===== src/rtl/wb_gpio_bridge.sv =====
// rtl/wb_gpio_bridge.sv - Wishbone slave exposing user I/O pads as GPIO registers
//
// Purpose:
//   Maps pad output values, pad output enables (active-low), synchronized pad
//   inputs, per-pin rising-edge interrupt enables and latched edge status into
//   a small Wishbone register window. Edge status is summarized on user_irq[0].
//
// Register map (byte offsets within the window, LO = pins 31:0,
// HI = pins IO_PADS-1:32 in data bits [IO_PADS-33:0]):
//   0x00/0x04 OUT  RW     0x08/0x0C OEB  RW     0x10/0x14 IN  RO
//   0x18/0x1C IE   RW     0x20/0x24 IS   W1C    0x28      ID  RO
//   Any other offset in the window is acked, reads 0, ignores writes.
//
// Ports:
//   wb_clk_i            single clock, rising edge
//   wb_rst_i            synchronous active-high reset
//   wbs_stb_i/cyc_i     Wishbone strobe / cycle
//   wbs_we_i            write enable
//   wbs_sel_i[3:0]      byte lane selects
//   wbs_dat_i[31:0]     write data
//   wbs_adr_i[31:0]     byte address
//   wbs_ack_o           one-cycle acknowledge
//   wbs_dat_o[31:0]     read data, valid with ack, 0 otherwise
//   io_in[IO_PADS-1:0]  asynchronous pad inputs
//   io_out[IO_PADS-1:0] pad output values
//   io_oeb[IO_PADS-1:0] pad output enables, active-low
//   user_irq[2:0]       [0] = GPIO edge interrupt, [2:1] tied low

module wb_gpio_bridge #(
   parameter int          IO_PADS   = 38,
   parameter logic [31:0] BASE_ADDR = 32'h3000_0000,
   parameter logic [31:0] ADDR_MASK = 32'hFFFF_FF00
) (
   input  logic               wb_clk_i,
   input  logic               wb_rst_i,
   input  logic               wbs_stb_i,
   input  logic               wbs_cyc_i,
   input  logic               wbs_we_i,
   input  logic [3:0]         wbs_sel_i,
   input  logic [31:0]        wbs_dat_i,
   input  logic [31:0]        wbs_adr_i,
   output logic               wbs_ack_o,
   output logic [31:0]        wbs_dat_o,
   input  logic [IO_PADS-1:0] io_in,
   output logic [IO_PADS-1:0] io_out,
   output logic [IO_PADS-1:0] io_oeb,
   output logic [2:0]         user_irq
);

   localparam logic [31:0] ID_VALUE = 32'h6710_0001;

   // Registers come in LO/HI pairs; wbs_adr_i[7:3] picks the pair and
   // wbs_adr_i[2] picks the half.
   localparam logic [4:0] PAIR_OUT = 5'd0;
   localparam logic [4:0] PAIR_OEB = 5'd1;
   localparam logic [4:0] PAIR_IN  = 5'd2;
   localparam logic [4:0] PAIR_IE  = 5'd3;
   localparam logic [4:0] PAIR_IS  = 5'd4;
   localparam logic [5:0] WORD_ID  = 6'd10;

   // ------------------------------------------------------------------
   // State
   // ------------------------------------------------------------------
   logic [IO_PADS-1:0] out_q, out_d;
   logic [IO_PADS-1:0] oeb_q, oeb_d;
   logic [IO_PADS-1:0] ie_q,  ie_d;
   logic [IO_PADS-1:0] is_q,  is_d;
   logic [IO_PADS-1:0] s1_q,  s1_d;
   logic [IO_PADS-1:0] s2_q,  s2_d;
   logic [IO_PADS-1:0] s3_q,  s3_d;
   logic               ack_q, ack_d;
   logic [31:0]        dat_q, dat_d;

   // ------------------------------------------------------------------
   // Decode and write-data alignment
   // ------------------------------------------------------------------
   logic               hit;
   logic               wr_en;
   logic [4:0]         pair;
   logic               hi_half;
   logic [IO_PADS-1:0] wmask;
   logic [IO_PADS-1:0] wdata;

   always_comb begin
      hit     = ((wbs_adr_i & ADDR_MASK) == (BASE_ADDR & ADDR_MASK));
      pair    = wbs_adr_i[7:3];
      hi_half = wbs_adr_i[2];
      // The cycle that raises ack is also the cycle whose edge commits the write.
      ack_d   = wbs_stb_i & wbs_cyc_i & hit & ~ack_q;
      wr_en   = ack_d & wbs_we_i;

      // Expand the 32-bit bus word onto pin positions: a LO access touches
      // pins 0..31, a HI access pins 32..IO_PADS-1. Pins beyond IO_PADS
      // simply have no storage, so those data bits are dropped here.
      wmask = '0;
      wdata = '0;
      for (int i = 0; i < IO_PADS; i++) begin
         wmask[i] = wbs_sel_i[(i % 32) / 8] & (hi_half == (i >= 32));
         wdata[i] = wbs_dat_i[i % 32];
      end
   end

   // ------------------------------------------------------------------
   // Read mux
   // ------------------------------------------------------------------
   logic [IO_PADS-1:0] rd_reg;
   logic [63:0]        rd_wide;
   logic [31:0]        rd_word;

   always_comb begin
      rd_reg = '0;
      case (pair)
         PAIR_OUT: rd_reg = out_q;
         PAIR_OEB: rd_reg = oeb_q;
         PAIR_IN:  rd_reg = s2_q;
         PAIR_IE:  rd_reg = ie_q;
         PAIR_IS:  rd_reg = is_q;
         default:  rd_reg = '0;
      endcase

      // Zero-extend to 64 so unimplemented HI bits read back as 0.
      rd_wide = 64'(rd_reg);
      rd_word = hi_half ? rd_wide[63:32] : rd_wide[31:0];

      if (wbs_adr_i[7:2] == WORD_ID) begin
         rd_word = ID_VALUE;
      end else if (pair > PAIR_IS) begin
         rd_word = '0;
      end
   end

   // ------------------------------------------------------------------
   // Register next-state
   // ------------------------------------------------------------------
   logic [IO_PADS-1:0] edge_det;
   logic [IO_PADS-1:0] is_clr;

   always_comb begin
      out_d = out_q;
      oeb_d = oeb_q;
      ie_d  = ie_q;

      if (wr_en && pair == PAIR_OUT) out_d = (out_q & ~wmask) | (wdata & wmask);
      if (wr_en && pair == PAIR_OEB) oeb_d = (oeb_q & ~wmask) | (wdata & wmask);
      if (wr_en && pair == PAIR_IE)  ie_d  = (ie_q  & ~wmask) | (wdata & wmask);

      // Two-flop synchronizer followed by a history flop for edge detection.
      s1_d = io_in;
      s2_d = s1_q;
      s3_d = s2_q;
      edge_det = s2_q & ~s3_q;

      // Clear is applied first and the new edge ORed in afterwards, so a
      // simultaneous edge is never lost to a software clear.
      is_clr = (wr_en && pair == PAIR_IS) ? (wdata & wmask) : '0;
      is_d   = (is_q & ~is_clr) | (edge_det & ie_q);

      dat_d = ack_d ? rd_word : 32'h0;
   end

   // ------------------------------------------------------------------
   // Flops
   // ------------------------------------------------------------------
   always_ff @(posedge wb_clk_i) begin
      if (wb_rst_i) begin
         out_q <= '0;
         oeb_q <= '1;
         ie_q  <= '0;
         is_q  <= '0;
         s1_q  <= '0;
         s2_q  <= '0;
         s3_q  <= '0;
         ack_q <= 1'b0;
         dat_q <= 32'h0;
      end else begin
         out_q <= out_d;
         oeb_q <= oeb_d;
         ie_q  <= ie_d;
         is_q  <= is_d;
         s1_q  <= s1_d;
         s2_q  <= s2_d;
         s3_q  <= s3_d;
         ack_q <= ack_d;
         dat_q <= dat_d;
      end
   end

   // ------------------------------------------------------------------
   // Outputs
   // ------------------------------------------------------------------
   assign wbs_ack_o = ack_q;
   assign wbs_dat_o = dat_q;
   assign io_out    = out_q;
   assign io_oeb    = oeb_q;
   assign user_irq  = {2'b00, |is_q};

endmodule


===== config.mk =====
export PLATFORM = sky130hd
export DESIGN_NAME = wb_gpio_bridge
export DESIGN_NICKNAME = d
export VERILOG_FILES = /design/src/rtl/wb_gpio_bridge.sv
export SDC_FILE = /design/constraint.sdc
export NUM_CORES = 1
export LEC_CHECK = 0
export CAP_MARGIN = 25
export CORE_MARGIN = 4
export CORE_UTILIZATION = 50
export CTS_CLUSTER_DIAMETER = 200
export DETAILED_ROUTE_END_ITERATION = 7
export HOLD_SLACK_MARGIN = 0.03
export MAX_ROUTING_LAYER = met4
export PLACE_DENSITY = 0.85
export SYNTH_ARGS = -nofsm -noshare
export SYNTH_HDL_FRONTEND = slang
export SYNTH_SLANG_ARGS = --single-unit

===== constraint.sdc =====
create_clock -name wb_clk_i -period 4.3 [get_ports wb_clk_i]
set_input_delay 0.86 -clock wb_clk_i [delete_from_list [all_inputs] [get_ports wb_clk_i]]
set_output_delay 0.86 -clock wb_clk_i [all_outputs]
set_load 0.01 [all_outputs]

Word level (Yosys, flattened, before mapping)
Cells that the tools add are included.
Widths: inputs -> output; s select.
- bits in read-only memories: 0
- bits in latches: 0
- output and inout bits: 112
- memories kept: 0
- register bits: 299
- bits of input ports: 111
- logic and storage cells: 58
- bits in writable memories: 0
- add/subtract/negate cells: 0
- div/mod/pow operators: 0
- reductions and logical operators: 9
- shifts and indexed selects: 0
- $mul: 0
- muxes and demuxes: 5
- magnitude comparators: 1
- bitwise operators: 26
- eq/ne operators: 6
- operators with widths (cell ; number):
    $and 38x38->38 ; 7
    $pmux 38 s5 ; 1
    $or 38x38->38 ; 4
    $not 38->38 ; 3
    $mux 31 ; 3
    $mux 38 ; 1
    $reduce_or 38->1 ; 1
    $eq 24x22->1 const B ; 1
    $eq 5x2->1 const B ; 2
    $and 1x1->1 ; 9
    $eq 6x4->1 const B ; 1
    $eq 5x1->1 const B ; 1
    $eq 5x3->1 const B ; 1
    $gt 5x3->1 const B ; 1
    $logic_not 5->1 ; 1
    $reduce_or 5->1 ; 1
    $logic_and 1x1->1 ; 4
    $reduce_or 4->1 ; 1
    $not 1->1 ; 3
    $reduce_or 2->1 ; 1

Depth between registers and ports, before layout
Gate-level depths: netlist of the first run.
- depth in word-level cells: 9
- depth in mapped cells: 7
- gate-level depth less buffers: 4

Worst setup path before layout of the first run
Ideal clock, no wire load.
- kind: input to register
- start point: input wbs_adr_i[18]
- end point: register (tool-made name)
- path buffers: 2
- slack: 1.583 ns
- library setup time: 0.132 ns
- cell stages on the path: 6
- arrival: 2.585 ns
- path through: or4_1 > or4_1 > buf_2 > buf_2 > o31ai_1 > a21oi_1
- RTL lines (element ; RTL line ; source):
    start, declared ; 41 ; input logic [31:0] wbs_adr_i,

Final worst setup path of the first run
- start point: register is_q[3]
- end point: output user_irq[0]
- word-level cells in the longest chain between the ends: 1
- ends and longest elaborated chain (element ; RTL line ; source):
    start, declared ; 67 ; logic [IO_PADS-1:0] is_q, is_d;
    start signal, assigned ; 179 ; is_q <= is_d;
    $reduce_or 38->1 ; 195 ; assign user_irq = {2'b00, |is_q};
    end, declared ; 47 ; output logic [2:0] user_irq
No other way between the ends.

==> impl_results.md, run 1 <==
- Number of warnings printed during yosys synthesis: 0
- Max-slew violations: 0
- Peak supply drop: 0.281 mV
- Worst setup path class: register to output pin
- Total GRT Usage: 27.7%
- Number of flops mapped to enable cells by yosys: 0
- Share of Yosys cell area claimed by the top area cell type: 49.1%
- Average detailed-routed wire length per instance: 21.7 um
- CTS Root Buffer Type: clkbuf_16
- WL met1: 15.5 mm
- Number of input and output port buffers inserted: 218
- Total of endpoints with negative setup slack in the final report: 0
- Critical path, cell by cell: nor4_1 > nand4_1 > nor2_1 > nand3_1 > clkdlybuf4s50_1
- Layout net count: 1510
- Achievable Freq: 0.294 GHz
- Max-cap violations: 0
- Clock Tree Buf Depth: 3
- Sequential share of the synthesized area: 49.1%
- Clock-pin slew of the registers on the worst-case setup and hold paths: 0.06 ns
- Routability congestion estimate from global placement: 0.872
- Endpoint arrival time on the critical path: 2.54 ns
- Worst Path Required: 3.44 ns
- Clock latency on the worst-skew pair: 0.56 ns
- Unique cell type count in the Yosys netlist: 49
- Final hold violation count: 0
- Share of flip-flops with an asynchronous set or reset after synthesis: 0%
- Number of buffer and inverter stages on the critical path: 1
- Crit share post-route: 79.1%
- Number of detailed-routing iterations run before antenna repair: 6
- Detail Route met2 WL: 17.3 mm
- Number of instances in the synthesized netlist: 1226
- Setup TNS after final layout: 0 ns
- Pwr/cell area: 376 nW/um2
- Global-route congestion overflow total: 0
- Vias after detailed routing: 10600
- Most common cell after layout, fill and taps aside: dfxtp_1
- Critical Path Max Stage Delay: 0.50 ns
- Vias in the first global route: 10300
- Layout-stage area growth over the synthesis result: 28.0%
- Crit Path Max Fanout: 3
- Most frequent cells in the layout: dfxtp_1 (299), clkdlybuf4s50_1 (214), nor2b_1 (117)
- Sum of net half-perimeters after detailed placement: 25.0 mm
- Die footprint: 27000 um2
- Status: complete, no violations
- Routed wire length: 37.7 mm
- # resized after CTS: 0
- Initial standard-cell utilization of the core: 51.3%
- Vias per inst: 6.11
- H-tree lvl count: 1
- Highest routed metal layer: met4
- Largest delay contributor family on the critical path: simple AND/OR/NAND/NOR gates
- Routed wire length on met3: 3.49 mm
- First-pass GRT wire length: 57.9 mm
- Area after detailed placement: 14600 um2
- Leakage power total: 5.54 nW
- Proportion of layout cells with a drive suffix above 1: 8.37%
- Most instantiated flip-flop cell in the synthesis netlist: dfxtp_1
- Num CTS Buffers: 30
- Worst Hold Class: register to register
- Cell Area, Synth: 12200 um2
- Setup clock skew after layout: 0.0119 ns
- Cell with the largest stage delay on the worst path: clkdlybuf4s50_1
- Time the worst path needs with I/O delays and setup: 3.40 ns
- RSZ-0062 raised after global routing: no
- Cell accounting for the most synthesized area: dfxtp_1
- Drc violations: 0
- Post-route cell area: 15600 um2
- Die width: 164 um
- Die height: 164 um
- Ranking of synthesized cells by area: dfxtp_1 (49%), mux2i_1 (7.2%), nor2b_1 (6.1%)
- Relative slew slack: 28.9%
- Initial antenna violation count: 2
- Worst Max-Slew Pin Slew: 1.07 ns
- CTS tree: done
- Fill cell total of the finished layout: 1847
- Number of clock sinks seen by CTS: 299
- Pre-CTS WS: 0.579 ns
- Capturing element type of the critical path: output pin
- Standard-cell rows: 56
- Post-CTS Hold Buffers: 0
- Element type at the critical path start: register
- Count of state elements after synthesis: 299
- Initial drt markers: 1182
- Post-CTS Setup Repair Bufs: 0
- Antenna violation net count after detailed routing: 0
- Maximum number of pins on one net before global-route repair: 109
- Number of placed I/O pins: 223
- Worst setup margin: 0.899 ns
- Post-Syn Area per Cell: 9.95 um2
- Core footprint: 23800 um2
==> area by class of cell <==
class	count	area, um2	area share [%]
flip-flops and latches	299	5990	38.3
multi-input cells	815	5780	37.0
repair buffers	252	2430	15.5
clock buffers	46	881	5.64
well taps	319	399	2.56
clock inverters	8	130	0.833
diodes	2	5.00	0.0321
inverters	1	3.75	0.0240
==> power breakdown <==
group	total, mW	leakage (nW)	internal (mW)	switching [mW]
Combinational	0.363	2.61	0.177	0.186
Clock	2.67	0.496	1.59	1.09
Sequential	2.83	2.43	2.81	0.0190
Total	5.86	5.54	4.57	1.29
==> stage by stage <==
stage / util [%] / instances / power, mW / hold WS, ns
finish: 65.7 / 1742 / 5.86 / 0.430
global route: 65.7 / 1742 / 6.03 / 0.439
CTS: 65.7 / 1740 / 5.87 / 0.432
detailed placement: 61.5 / 1686 / 3.25 / 0.423
global placement: 61.5 / 1686 / 3.24 / 0.418
floorplan: - / 1227 / 3.07 / 0.414
==> cell families (layout without fill, tap and decap cells) <==
family                 Yosys count  in the layout  share of synthesized area (%)
DFF                            299            299                           49.1
AOI/OAI and AO/OA              274            274                           16.0
muxes                          113            113                           9.99
buffers and inverters          113            307                           3.63
and+or+nand+nor                426            426                           21.3
other                            1              4                         0.0308
==> path summary, 6_finish.rpt <==
| kind | from | end | slack, ns | cells after the start |
|---|---|---|---|---|
| worst max-delay path | is_q[3]$_SDFF_PP0_ | user_irq[0] | 0.90 | 5 |
| worst min-delay path | s1_q[4]$_SDFF_PP0_ | s2_q[4]$_SDFF_PP0_ | 0.43 | 1 |
| worst max register to register | wbs_ack_o$_SDFF_PP0_ | wbs_dat_o[0]$_SDFF_PP0_ | 1.69 | 5 |
| worst min register to register | s1_q[4]$_SDFF_PP0_ | s2_q[4]$_SDFF_PP0_ | 0.43 | 1 |
==> synthesized netlist by cell type (all sizes together) (2+ instances only) <==
cell type,n
or4bb,2
or3,4
dfxtp,299
mux2i,88
nor3,14
nand2b,36
o221ai,6
or4,6
nor4bb,2
nor2b,118
nand3b,41
a2111o,2
a221o,24
o22ai,8
mux2,20
a21oi,95
nor4,18
nor2,46
a22oi,20
and2,25
a311oi,2
clkbuf,92
and4,2
buf,20
o31ai,49
and3,2
a221oi,5
nand4,56
nand2,38
o22a,20
or4b,2
nand3,7
and3b,4
mux4,5
o21ai,7
o41ai,36
==> metal layers <==
| layer | global-route usage, % | up-vias |
|---|---|---|
| met5 | - | - |
| met4 | 10.2 | 0 |
| met3 | 4.32 | 108 |
| met2 | 43.1 | 628 |
| met1 | 36.8 | 5008 |
| li1 | - | 4903 |
(Power assumes the default switching activity.)
==> inputs of run 2 (changes only) <==
CORE_UTILIZATION = 47   (was 50)
PLACE_DENSITY = 0.84   (was 0.85)
clock period = 2.8 ns   (was 4.3 ns; I/O delays follow)
==> impl_results.md, run 2 (synthesis results as in run 1) <==
- Status: complete, no violations
- Num CTS Buffers: 30
- Hold Path Origin: s1_q[36]$_SDFF_PP0_
- Most common cell after layout, fill and taps aside: dfxtp_1
- Final hold violation count: 0
- Launching element of the worst setup path: is_q[2]$_SDFF_PP0_
- H-tree lvl count: 1
- CTS tree: done
- Total of endpoints with negative setup slack in the final report: 0
- Max-cap violations: 0
- Initial drt markers: 1332
- Worst reg2reg path startpoint: wbs_ack_o$_SDFF_PP0_
- Endpoint arrival time on the critical path: 2.08 ns
- Total GRT Usage: 26.7%
- Sum of net half-perimeters after detailed placement: 26.1 mm
- Routability congestion estimate from global placement: 0.955
- Final core occ: 63.6%
- Clock latency on the worst-skew pair: 0.57 ns
- First-pass GRT wire length: 60.1 mm
- Time the worst path needs with I/O delays and setup: 2.64 ns
- Worst setup path class: register to output pin
- Worst Max-Slew Pin Slew: 0.824 ns
- Vias per inst: 6.10
- Placed insts: 1735
- Footprint of the flip-flops and latches: 5990 um2
- Routed wire length: 38.8 mm
- Drc violations: 0
- Layout net count: 1548
- Leakage power total: 5.78 nW
- Fill cell total of the finished layout: 1959
- Vias after detailed routing: 11000
- Relative slew slack: 45.1%
- Worst Hold Slack: 0.436 ns
- Layout-stage area growth over the synthesis result: 32.1%
- Power consumption: 9.15 mW
- Die height: 169 um
- RSZ-0062 raised after global routing: no
- Antenna violation net count after detailed routing: 0
- Max-slew violations: 0
- Initial standard-cell utilization of the core: 48.1%
- Worst Hold Class: register to register
- Achievable Freq: 0.379 GHz
- Core footprint: 25300 um2
- CTS Root Buffer Type: clkbuf_16
- Element type at the critical path start: register
- Crit share post-route: 94.2%
- Number of input and output port buffers inserted: 218
- Post-CTS Setup Repair Bufs: 0
- Die width: 169 um
- Area after detailed placement: 15000 um2
- Capturing element type of the critical path: output pin
- Number of clock sinks seen by CTS: 299
- Average detailed-routed wire length per instance: 21.6 um
- Pwr/cell area: 568 nW/um2
- Clock-pin slew of the registers on the worst-case setup and hold paths: 0.07 ns
- Die footprint: 28600 um2
- Total area of multi-input combinational cells: 5820 um2
- Post-route cell area: 16100 um2
- Most frequent cells in the layout: dfxtp_1 (299), clkdlybuf4s50_1 (213), nor2b_1 (117)
- Standard-cell rows: 58
- Global-route congestion overflow total: 0
- Initial antenna violation count: 5
- Worst Path Required: 2.24 ns
- Proportion of layout cells with a drive suffix above 1: 11.4%
- Clock Tree Buf Depth: 3
- Number of detailed-routing iterations run before antenna repair: 6
- Non-Filler Instances: 1797
- Maximum number of pins on one net before global-route repair: 158
- Setup clock skew after layout: 0.0183 ns
- Number of placed I/O pins: 223
- Peak supply drop: 0.459 mV
- Crit Path Max Fanout: 3
- Vias in the first global route: 10900
==> run 2: cell count changes in the layout (fill, tap and decap cells not counted), sizes merged, moves of 2 or more <==
| cell | delta |
|---|---|
| clkbuf | -8 |
| buf | +38 |
| clkinvlp | +4 |
| bufinv | +2 |
| diode | +5 |
| clkinv | +3 |
==> run 2: area by class of cell <==
| class | count | area share, % |
|---|---|---|
| tap | 330 | 2.56 |
| timing repair buffer | 290 | 17.5 |
| multi-input combinational | 815 | 36.1 |
| clock inverter | 17 | 1.51 |
| antenna | 7 | 0.109 |
| inverter | 1 | 0.0233 |
| clock buffer | 38 | 5.03 |
| sequential | 299 | 37.1 |
==> run 2: worst max-delay path, stage by stage (launching register included) <==
cell,delay (ns)
dfxtp_1,0.35
nor4_4,0.36
nand4_1,0.21
nor2_2,0.16
nand3_1,0.12
dlygate4sd2_1,0.31
==> run 2: where the power goes <==
part | total, mW | internal [mW] | switching (mW)
clock | 4.23 | 2.52 | 1.71
sequential | 4.35 | 4.32 | 0.0297
combinational | 0.576 | 0.286 | 0.290
total | 9.15 | 7.13 | 2.02
==> run 2: timing repair <==
item / CTS / global route
hold buffers: 0 / 0
pin swaps: 3 / 0
gates resized for setup: 6 / 1
hold endpoints to repair: 0 / 0
setup endpoints to repair: 1 / 1
==> run 2: through the flow <==
stage | setup TNS (ns) | worst slack (ns)
floorplan | 0 | 0.383
global placement | -4.20 | -0.185
detailed placement | -6.30 | -0.243
CTS | 0 | 0.102
global route | 0 | 0.0899
finish | 0 | 0.162
==> run 2: worst paths after layout <==
kind	to	slack [ns]	cells past startpoint
hold / removal	s2_q[36]$_SDFF_PP0_	0.44	1
hold reg to reg	s2_q[36]$_SDFF_PP0_	0.44	1
setup / recovery	user_irq[0]	0.16	5
setup reg to reg	wbs_dat_o[0]$_SDFF_PP0_	0.85	6
==> run 2: layer usage <==
| layer | global-route usage, % | up-vias | wire length, um | share of wire [%] |
|---|---|---|---|---|
| met4 | 11.0 | 0 | 1690 | 4.3 |
| met3 | 5.14 | 132 | 3710 | 9.6 |
| li1 | - | 4965 | - | - |
| met5 | - | - | 0 | 0 |
| met2 | 41.9 | 639 | 17800 | 46 |
| met1 | 34.1 | 5227 | 15600 | 40 |
